$ cat config.mk
export PLATFORM = sky130hd
export DESIGN_NAME = maxpool_reduce
export DESIGN_NICKNAME = d
export VERILOG_FILES = /design/src/rtl/maxpool_pkg.sv /design/src/rtl/fp_max_cmp.sv /design/src/rtl/maxpool_reduce.sv
export SDC_FILE = /design/constraint.sdc
export NUM_CORES = 1
export LEC_CHECK = 0
export BUFFER_PORTS_ARGS = -buffer_cell sky130_fd_sc_hd__buf_2
export CAP_MARGIN = 20
export CORE_MARGIN = 2
export CORE_UTILIZATION = 35
export CTS_CLUSTER_DIAMETER = 120
export DETAILED_ROUTE_END_ITERATION = 10
export HOLD_SLACK_MARGIN = 0.02
export MAX_ROUTING_LAYER = met4
export SLEW_MARGIN = 20
export SYNTH_ARGS = -nofsm -noshare
export SYNTH_HDL_FRONTEND = slang
export SYNTH_HIERARCHICAL = 1
export SYNTH_SLANG_ARGS = --single-unit
export TNS_END_PERCENT = 50
$ cat constraint.sdc
create_clock -name clk -period 13 [get_ports clk]
set_clock_uncertainty 0.05 [all_clocks]
set_input_delay 2.6 -clock clk [delete_from_list [all_inputs] [get_ports clk]]
set_output_delay 2.6 -clock clk [all_outputs]
set_load 0.1 [all_outputs]
$ cat src/rtl/maxpool_pkg.sv
// Shared defaults and bit-slicing helpers for the max-pooling reducer.
package maxpool_pkg;

  localparam int DEF_DATA_W = 32;
  localparam int DEF_CH     = 4;
  localparam int DEF_POOL_N = 4;

  function automatic int sign_bit(input int w);
    return w - 1;
  endfunction

  function automatic int lane_lo(input int lane, input int w);
    return lane * w;
  endfunction

endpackage

$ cat src/rtl/fp_max_cmp.sv
// Sign-magnitude maximum of two samples; a tie returns in_a.
module fp_max_cmp
  import maxpool_pkg::*;
#(
  parameter int DATA_W = DEF_DATA_W
) (
  input  logic [DATA_W-1:0] in_a,
  input  logic [DATA_W-1:0] in_b,
  output logic [DATA_W-1:0] max_out
);

  localparam int S = sign_bit(DATA_W);

  logic         sa;
  logic         sb;
  logic [S-1:0] ma;
  logic [S-1:0] mb;
  logic         b_wins;

  assign sa = in_a[S];
  assign sb = in_b[S];
  assign ma = in_a[S-1:0];
  assign mb = in_b[S-1:0];

  // Negative operands invert the magnitude order; -0 loses to +0 via sign
  always_comb begin
    b_wins = 1'b0;
    unique case ({sa, sb})
      2'b00:   b_wins = (mb > ma);
      2'b11:   b_wins = (mb < ma);
      2'b10:   b_wins = 1'b1;
      default: b_wins = 1'b0;
    endcase
  end

  assign max_out = b_wins ? in_b : in_a;

endmodule

$ cat src/rtl/maxpool_reduce.sv
// Per-lane max pooling over POOL_N-beat windows with early close on in_last
// and a single registered result slot behind a valid/ready handshake.
module maxpool_reduce
  import maxpool_pkg::*;
#(
  parameter int DATA_W = DEF_DATA_W,
  parameter int CH     = DEF_CH,
  parameter int POOL_N = DEF_POOL_N
) (
  input  logic                 clk,
  input  logic                 rst,
  input  logic                 enable,
  input  logic                 in_valid,
  output logic                 in_ready,
  input  logic [CH*DATA_W-1:0] in_data,
  input  logic                 in_last,
  output logic                 out_valid,
  input  logic                 out_ready,
  output logic [CH*DATA_W-1:0] out_data,
  output logic                 out_partial
);

  localparam int W     = CH * DATA_W;
  localparam int CNT_W = (POOL_N > 1) ? $clog2(POOL_N) : 1;
  localparam logic [CNT_W-1:0] CNT_LAST = CNT_W'(POOL_N - 1);

  logic [CNT_W-1:0] cnt;
  logic [W-1:0]     acc;
  logic [W-1:0]     cmp;
  logic [W-1:0]     merged;
  logic             accept;
  logic             closing;

  assign in_ready = enable && (!out_valid || out_ready);
  assign accept   = in_valid && in_ready;
  assign closing  = accept && ((cnt == CNT_LAST) || in_last);

  for (genvar l = 0; l < CH; l++) begin : g_lane
    fp_max_cmp #(
      .DATA_W(DATA_W)
    ) u_cmp (
      .in_a   (acc[lane_lo(l, DATA_W) +: DATA_W]),
      .in_b   (in_data[lane_lo(l, DATA_W) +: DATA_W]),
      .max_out(cmp[lane_lo(l, DATA_W) +: DATA_W])
    );
  end

  // First beat of a window ignores whatever is left in acc
  assign merged = (cnt == '0) ? in_data : cmp;

  always_ff @(posedge clk or posedge rst) begin
    if (rst) begin
      cnt         <= '0;
      acc         <= '0;
      out_data    <= '0;
      out_valid   <= 1'b0;
      out_partial <= 1'b0;
    end else if (!enable) begin
      cnt         <= '0;
      acc         <= '0;
      out_data    <= '0;
      out_valid   <= 1'b0;
      out_partial <= 1'b0;
    end else if (closing) begin
      out_data    <= merged;
      out_valid   <= 1'b1;
      out_partial <= (cnt != CNT_LAST);
      cnt         <= '0;
    end else begin
      if (accept) begin
        acc <= merged;
        cnt <= cnt + 1'b1;
      end
      if (out_ready) begin
        out_valid <= 1'b0;
      end
    end
  end

endmodule
==> key figures, run 1 <==
Run status
  – Status: finished clean

Finish
  – Final instance area: around 0.021 mm²
  – Final nets: approximately 2100
  – P&R area growth vs syn: 15.70%
  – Final Util: 41.02%
  – Share of layout cells above drive strength 1: 27.25%

CTS
  – # hold bufs at CTS: 0
  – CTS tree: built
  – Clock buffer depth: 3
  – Number of gates resized after CTS: 0
  – Clock Pin Slew Worst Setup and Hold Paths: around 0.060 ns
  – H-tree Lvls: 2
  – Cts bufs inserted: 34
  – Setup Fix Bufs, Post-CTS: 0
  – Clock tree sinks: 260
  – Clk root buf: clkbuf_16
  – Worst-skew pair later-pin latency: 0.53 ns

Global route
  – GRT Overall Usage: 19.59%
  – Global-route wire length before repair: 80400 µm
  – Vias in the first global route: roughly 14000
  – Pin count of the biggest net entering global routing: 103
  – Grt ovf: 0
  – Initial antenna violation count: 15

Logic synthesis
  – Cells after synthesis: 1668
  – Register area share after synthesis: 36.65%
  – Synthesized area: between 0.015 and 0.02 mm²
  – Mux cell area share after synthesis: 27.52%
  – Syn nets: 1928
  – Area contributors post-synth: dfrtp_1 37%, mux2i_1 14%, mux2_4 10%
  – Largest family of logic cells by synthesized area: multiplexers
  – Synth Area per Inst: around 11 µm²
  – Prevailing post-synth register cell: dfrtp_1
  – Post-synthesis simple-gate area fraction: 8.508%
  – Async S/R FF share, synth: 100.0%
  – Ys Warns: 6
  – Netlist cell types: 45
  – Yosys top cell area share: between 30% and 40%
  – Register bit total from synthesis: 260
  – Area share of fa/ha/maj cells after synthesis: between 8 and 9%
  – Post-synthesis xor/xnor area fraction: 0%
  – Compound-Gate Fraction of Synth Area: 11.43%
  – Post-synth EDFFs: 0
  – Top cell type by total area after synthesis: dfrtp_1

Power and ir drop
  – Worst vdd ir: 0.00007780 V
  – Pwr per Cell Area: 125.6 mW/mm²
  – P_leak: between 10 and 15 nW

Timing
  – RSZ-0062 raised after global routing: false
  – Fin Setup TNS: 0 ns
  – Slew Viols, Final: 0
  – Final Hold Viols: 0
  – Worst-margin pin slew: between 1 and 1.5 ns
  – Tcrit/Tclk final: between 50 and 60%
  – Minimum clock period: ~7.7 ns
  – FMAX: 0.1300 GHz
  – Final Setup Violations: 0
  – Slew margin rel.: approximately a quarter

Route
  – Final ANT Viol Nets: 0
  – Routed length per instance: between 15 and 20 µm
  – DRT Pass-1 Iters: 5
  – Vias/cell: 5.254
  – Initial DRC count: between 700 and 800
  – Final wirelength: roughly 50000 µm
  – Vias: roughly 14000
  – DRC violations left: 0

Floorplan
  – I/O pin cnt: between 200 and 300
  – Die area: around 0.053 mm²
  – Core ar.: approximately 0.05 mm²
  – Core Rows: 82
  – DIE WIDTH: approximately 230 µm
  – Die height: between 200 and 250 µm
  – Initial core utilization: between 30% and 40%

Flow run
  – Max Cap Violations: 0

Placement
  – PortBufs: around 260
  – HPWL Detailed: 32330 µm
  – Routability Congestion: between 0.7 and 0.8
  – Post-DP Area: 0.01934 mm²

Critical path
  – CP startpoint kind: primary input
  – Max incr delay on CP: a little over 0.9 ns
  – Top fanout value on the critical path: 102
  – Crit end category: primary output
  – CP bufs+invs: 3
  – Worst path arrival time: 5.04 ns
  – Crit-path leading delay family: buffers and inverters
  – Slowest-stage cell, CP: clkinv_2
  – CP Cell Sequence: buf_6 -> clkinv_2 -> nor2_1 -> buf_2
  – CP required: slightly above 10 ns
  – WS Path Type: primary input to primary output

Hold path
  – Min-delay worst type: register to register
[report_power, final]
group | leakage [nW] | switching [mW] | internal, mW
Clock | 0.572 | 0.374 | 0.603
Combinational | 6.59 | 0.457 | 0.251
Sequential | 3.52 | 0.0351 | 0.859
Total | 10.7 | 0.867 | 1.71
[Yosys cell counts (11+ instances only)]
| cell type | n |
|---|---|
| ha_1 | 126 |
| buf_6 | 11 |
| clkbuf_1 | 58 |
| buf_2 | 13 |
| nor2_1 | 18 |
| nand2_1 | 221 |
| a31oi_1 | 92 |
| mux2_1 | 11 |
| inv_1 | 131 |
| a211oi_1 | 100 |
| mux2_2 | 29 |
| o211ai_1 | 12 |
| dfrtp_1 | 260 |
| nand4_1 | 13 |
| buf_12 | 12 |
| buf_1 | 26 |
| o21ai_0 | 18 |
| mux2i_1 | 257 |
| mux2_4 | 124 |
| a21oi_1 | 42 |
[metrics by stage]
step	cells	hold slack, ns	worst slack, ns	total power [mW]
2_1_floorplan	1668	0.4659	3.195	1.480
3_3_place_gp	2499	0.4639	5.265	1.607
3_5_place_dp	2499	0.4667	5.226	1.619
4_1_cts	2558	0.4760	5.219	2.617
5_1_grt	2573	0.4988	5.088	2.704
6_report	2573	0.4738	5.310	2.580
[registers in the layout, summed over array words and instances, names as in the netlist]
| signal | cells |
|---|---|
| acc | 128 |
| cnt | 2 |
| out_valid | 1 |
| out_partial | 1 |
| out_data | 128 |
[tightest hold or removal path: cells and delay by family (launching register included)]
kind | cells | cell delay, ns
AND/OR/NAND/NOR | 1 | 0.06
multiplexers | 1 | 0.06
flip-flops | 1 | 0.37
[path summary, 6_finish.rpt]
check                              from             to  slack [ns]  cells after the start
setup / recovery                 enable       in_ready        5.31                      4
hold / removal             out_data[79]   out_data[79]        0.47                      2
setup reg to reg                 cnt[0]        acc[24]        8.95                      6
hold reg to reg            out_data[79]   out_data[79]        0.47                      2
max in group asynchronous           rst  out_data[110]        8.64                      4
min in group asynchronous           rst        acc[41]        2.04                      2
[final cells by class]
type | instances | area [µm²]
fill | 4936 | 29530
multi-input combinational | 1155 | 10040
sequential | 260 | 6506
timing repair buffer | 279 | 1443
clock buffer | 55 | 1114
tap | 672 | 840.8
inverter | 133 | 508.0
clock inverter | 4 | 47.55
antenna | 15 | 37.54
[kinds of logic (layout without fill, tap and decap cells)]
family                     Yosys count  after routing
muxes                              421            421
adders and majority gates          126            126
other                                0             15
AOI/OAI and AO/OA                  302            302
DFF                                260            260
and+or+nand+nor                    306            306
buffers and inverters              253            471
[layout by cell type, fill, tap and decap left out, drive strengths merged, types with 3 or more instances in the layout]
master / n
a22oi: 4
o22ai: 4
mux2: 164
nand3: 6
and4: 8
o311ai: 4
clkinv: 3
nor4b: 4
a31oi: 92
nand4: 21
nand3b: 4
dfrtp: 260
o21bai: 4
a211oi: 104
o22a: 4
o21ai: 19
nand2: 221
and2: 4
inv: 132
o211ai: 12
a211o: 4
nor2: 18
mux2i: 257
diode: 15
nand4b: 4
clkbuf: 55
o21a: 8
ha: 126
a21oi: 42
buf: 279
nor3: 8
or2: 4
[metal layers]
layer  up-vias  share of wire [%]  global-route usage (%)
met3        68                4.7                   3.884
met2       243                 47                   31.11
li1       6435                  -                       -
met5         -                  0                       -
met1      6772                 46                   24.88
met4         0                2.0                   6.818
No activity file was read; power rests on OpenSTA's default activity.
==> inputs of run 2 (changes only) <==
- clock period: 13 -> 6.65 ns (I/O delays scaled with it)
==> run 2 against run 1 <==
Against the previous run:
- clock power increased by 95%
- worst setup slack got worse by 2.9 ns
- non-clock buffer count unchanged
- clock-buffer cell count decreased by 3
- critical path type unchanged
- largest cell class unchanged
- largest power group unchanged
==> key figures, run 2 (synthesized netlist as in run 1, its figures left out) <==
Run status
  – Status: finished clean

Global route
  – Global-route wire length before repair: 81460 µm (+1.3%)
  – Vias in the first global route: 14090 (-1.8%)
  – Initial antenna violation count: 8 (-7)
  – GRT Overall Usage: 19.85% (+0.26 points)
  – Pin count of the biggest net entering global routing: 143 (+39%)
  – Grt ovf: 0 (unchanged)

CTS
  – Setup Fix Bufs, Post-CTS: 0 (unchanged)
  – Worst-skew pair later-pin latency: 0.54 ns (about the same)
  – Clock buffer depth: 3 (unchanged)
  – Clock Pin Slew Worst Setup and Hold Paths: 0.05 ns (about the same)
  – # hold bufs at CTS: 0 (unchanged)
  – Cts bufs inserted: 35 (+2.9%)
  – Clk root buf: clkbuf_16
  – Clock tree sinks: 260 (unchanged)
  – H-tree Lvls: 2 (unchanged)
  – CTS tree: built
  – Number of gates resized after CTS: 0 (unchanged)

Placement
  – Placed Instances: 2499 (unchanged)
  – HPWL Detailed: 32570 µm (+0.73%)
  – Routability Congestion: 0.7774 (-1.6%)
  – Placement Setup Slack: 2.198 ns (-3.028 ns)
  – PortBufs: 264 (unchanged)
  – Post-DP Area: 0.01937 mm² (+0.17%)

Timing
  – Final Setup Violations: 0 (unchanged)
  – Final Hold Viols: 0 (unchanged)
  – Minimum clock period: between 4 and 5 ns
  – Setup slack after layout: 2.405 ns (-2.905 ns)
  – Slew margin rel.: 32.31% (+5.6 points)
  – Fin Setup TNS: 0 ns (unchanged)
  – Slew Viols, Final: 0 (unchanged)
  – FMAX: between 0.2 and 0.25 GHz
  – Worst hold slack: 0.4706 ns (-0.003268 ns)
  – RSZ-0062 raised after global routing: false
  – Worst-margin pin slew: 1.015 ns (-0.08446 ns)
  – Tcrit/Tclk final: between 60% and 70%

Route
  – Initial DRC count: 728 (-6.5%)
  – Vias: 13520 (+0.044%)
  – DRT Pass-1 Iters: 5 (unchanged)
  – Routed length per instance: 19.74 µm (+2.4%)
  – Vias/cell: 5.270 (+0.32%)
  – Final wirelength: 50650 µm (+2.2%)
  – Final ANT Viol Nets: 0 (unchanged)
  – DRC violations left: 0 (unchanged)

Finish
  – Share of layout cells above drive strength 1: 27.19% (-0.067 points)
  – Final Util: 41.02% (about the same)
  – Largest regs: acc x128, out_data x128, cnt x2
  – Most common cell after layout, fill and taps aside: buf_2
  – P&R area growth vs syn: 15.70% (about the same)
  – Commonest non-fill, non-tap cells in the layout: 262 x buf_2, 260 x dfrtp_1, 257 x mux2i_1
  – Layout fillers: 4883 (-1.1%)
  – Finished Layout Cells: 2566 (-0.27%)
  – Final instance area: 0.02054 mm² (about the same)
  – Final nets: 2124 (+0.047%)

Power and ir drop
  – P_leak: 10.69 nW (about the same)
  – Pwr per Cell Area: 246.1 mW/mm² (+96%)
  – Pwr Total: 5.055 mW (+96%)
  – Worst vdd ir: 0.0001503 V (+93%)

Critical path
  – Crit end category: primary output
  – CP required: 5.27 ns (-5.08 ns)
  – CP startpoint kind: primary input
  – Worst path arrival time: 2.86 ns (-2.18 ns)
  – Top fanout value on the critical path: 60 (-41%)
  – WS Path Type: primary input to primary output

Flow run
  – Max Cap Violations: 0 (unchanged)

Floorplan
  – Core ar.: 0.05007 mm² (unchanged)
  – DIE WIDTH: 229.2 µm (unchanged)
  – Die area: 0.05253 mm² (unchanged)
  – Core Rows: 82 (unchanged)
  – Initial core utilization: 35.45% (unchanged)
  – Die height: 229.2 µm (unchanged)
  – I/O pin cnt: 265 (unchanged)

Hold path
  – Min-delay worst type: register to register
run 2: cell count changes in the layout (fill, tap and decap cells not counted), moves of 2 or more:
| cell | change |
|---|---|
| clkbuf_8 | -5 |
| diode_2 | -8 |
| buf_12 | +3 |
| clkinv_2 | +4 |
| buf_4 | -4 |
| clkbuf_1 | +2 |
run 2: critical path: stages:
cell and delay, ns:
buf_6 0.41, clkinv_2 0.12, buf_4 0.34, nor2_1 0.18, buf_2 0.44
run 2: routing by layer:
metal | wire [µm] | track usage, % | up-vias
met1 | 22940 | 25.11 | 6756
met5 | 0 | - | -
met3 | 2882 | 4.619 | 46
li1 | - | - | 6429
met2 | 24130 | 32.34 | 293
met4 | 691 | 4.282 | 0
run 2: final timing paths:
check	endpoint	depth (start not counted)	start	slack, ns
max in group asynchronous	acc[110]	4	rst	4.34
hold / removal	out_data[74]	2	out_data[74]	0.47
hold reg to reg	out_data[74]	2	out_data[74]	0.47
min in group asynchronous	out_data[20]	3	rst	0.90
setup / recovery	in_ready	5	enable	2.41
setup reg to reg	out_data[116]	11	acc[126]	3.38
run 2: layout make-up:
type,instances,area [µm²],share of cell area (%)
diodes,7,17.52,0.08529
clock buffers,52,1052,5.124
clock inverters,8,90.09,0.4386
inverters,133,504.2,2.455
multi-input cells,1155,10040,48.90
flip-flops and latches,260,6506,31.68
well taps,672,840.8,4.094
repair buffers,279,1484,7.226
run 2: where the power goes:
| group | leakage, nW | internal, mW | total (mW) | switching, mW |
|---|---|---|---|---|
| registers | 3.52 | 1.68 | 1.75 | 0.0712 |
| clock network | 0.568 | 1.17 | 1.91 | 0.745 |
| logic | 6.60 | 0.493 | 1.39 | 0.899 |
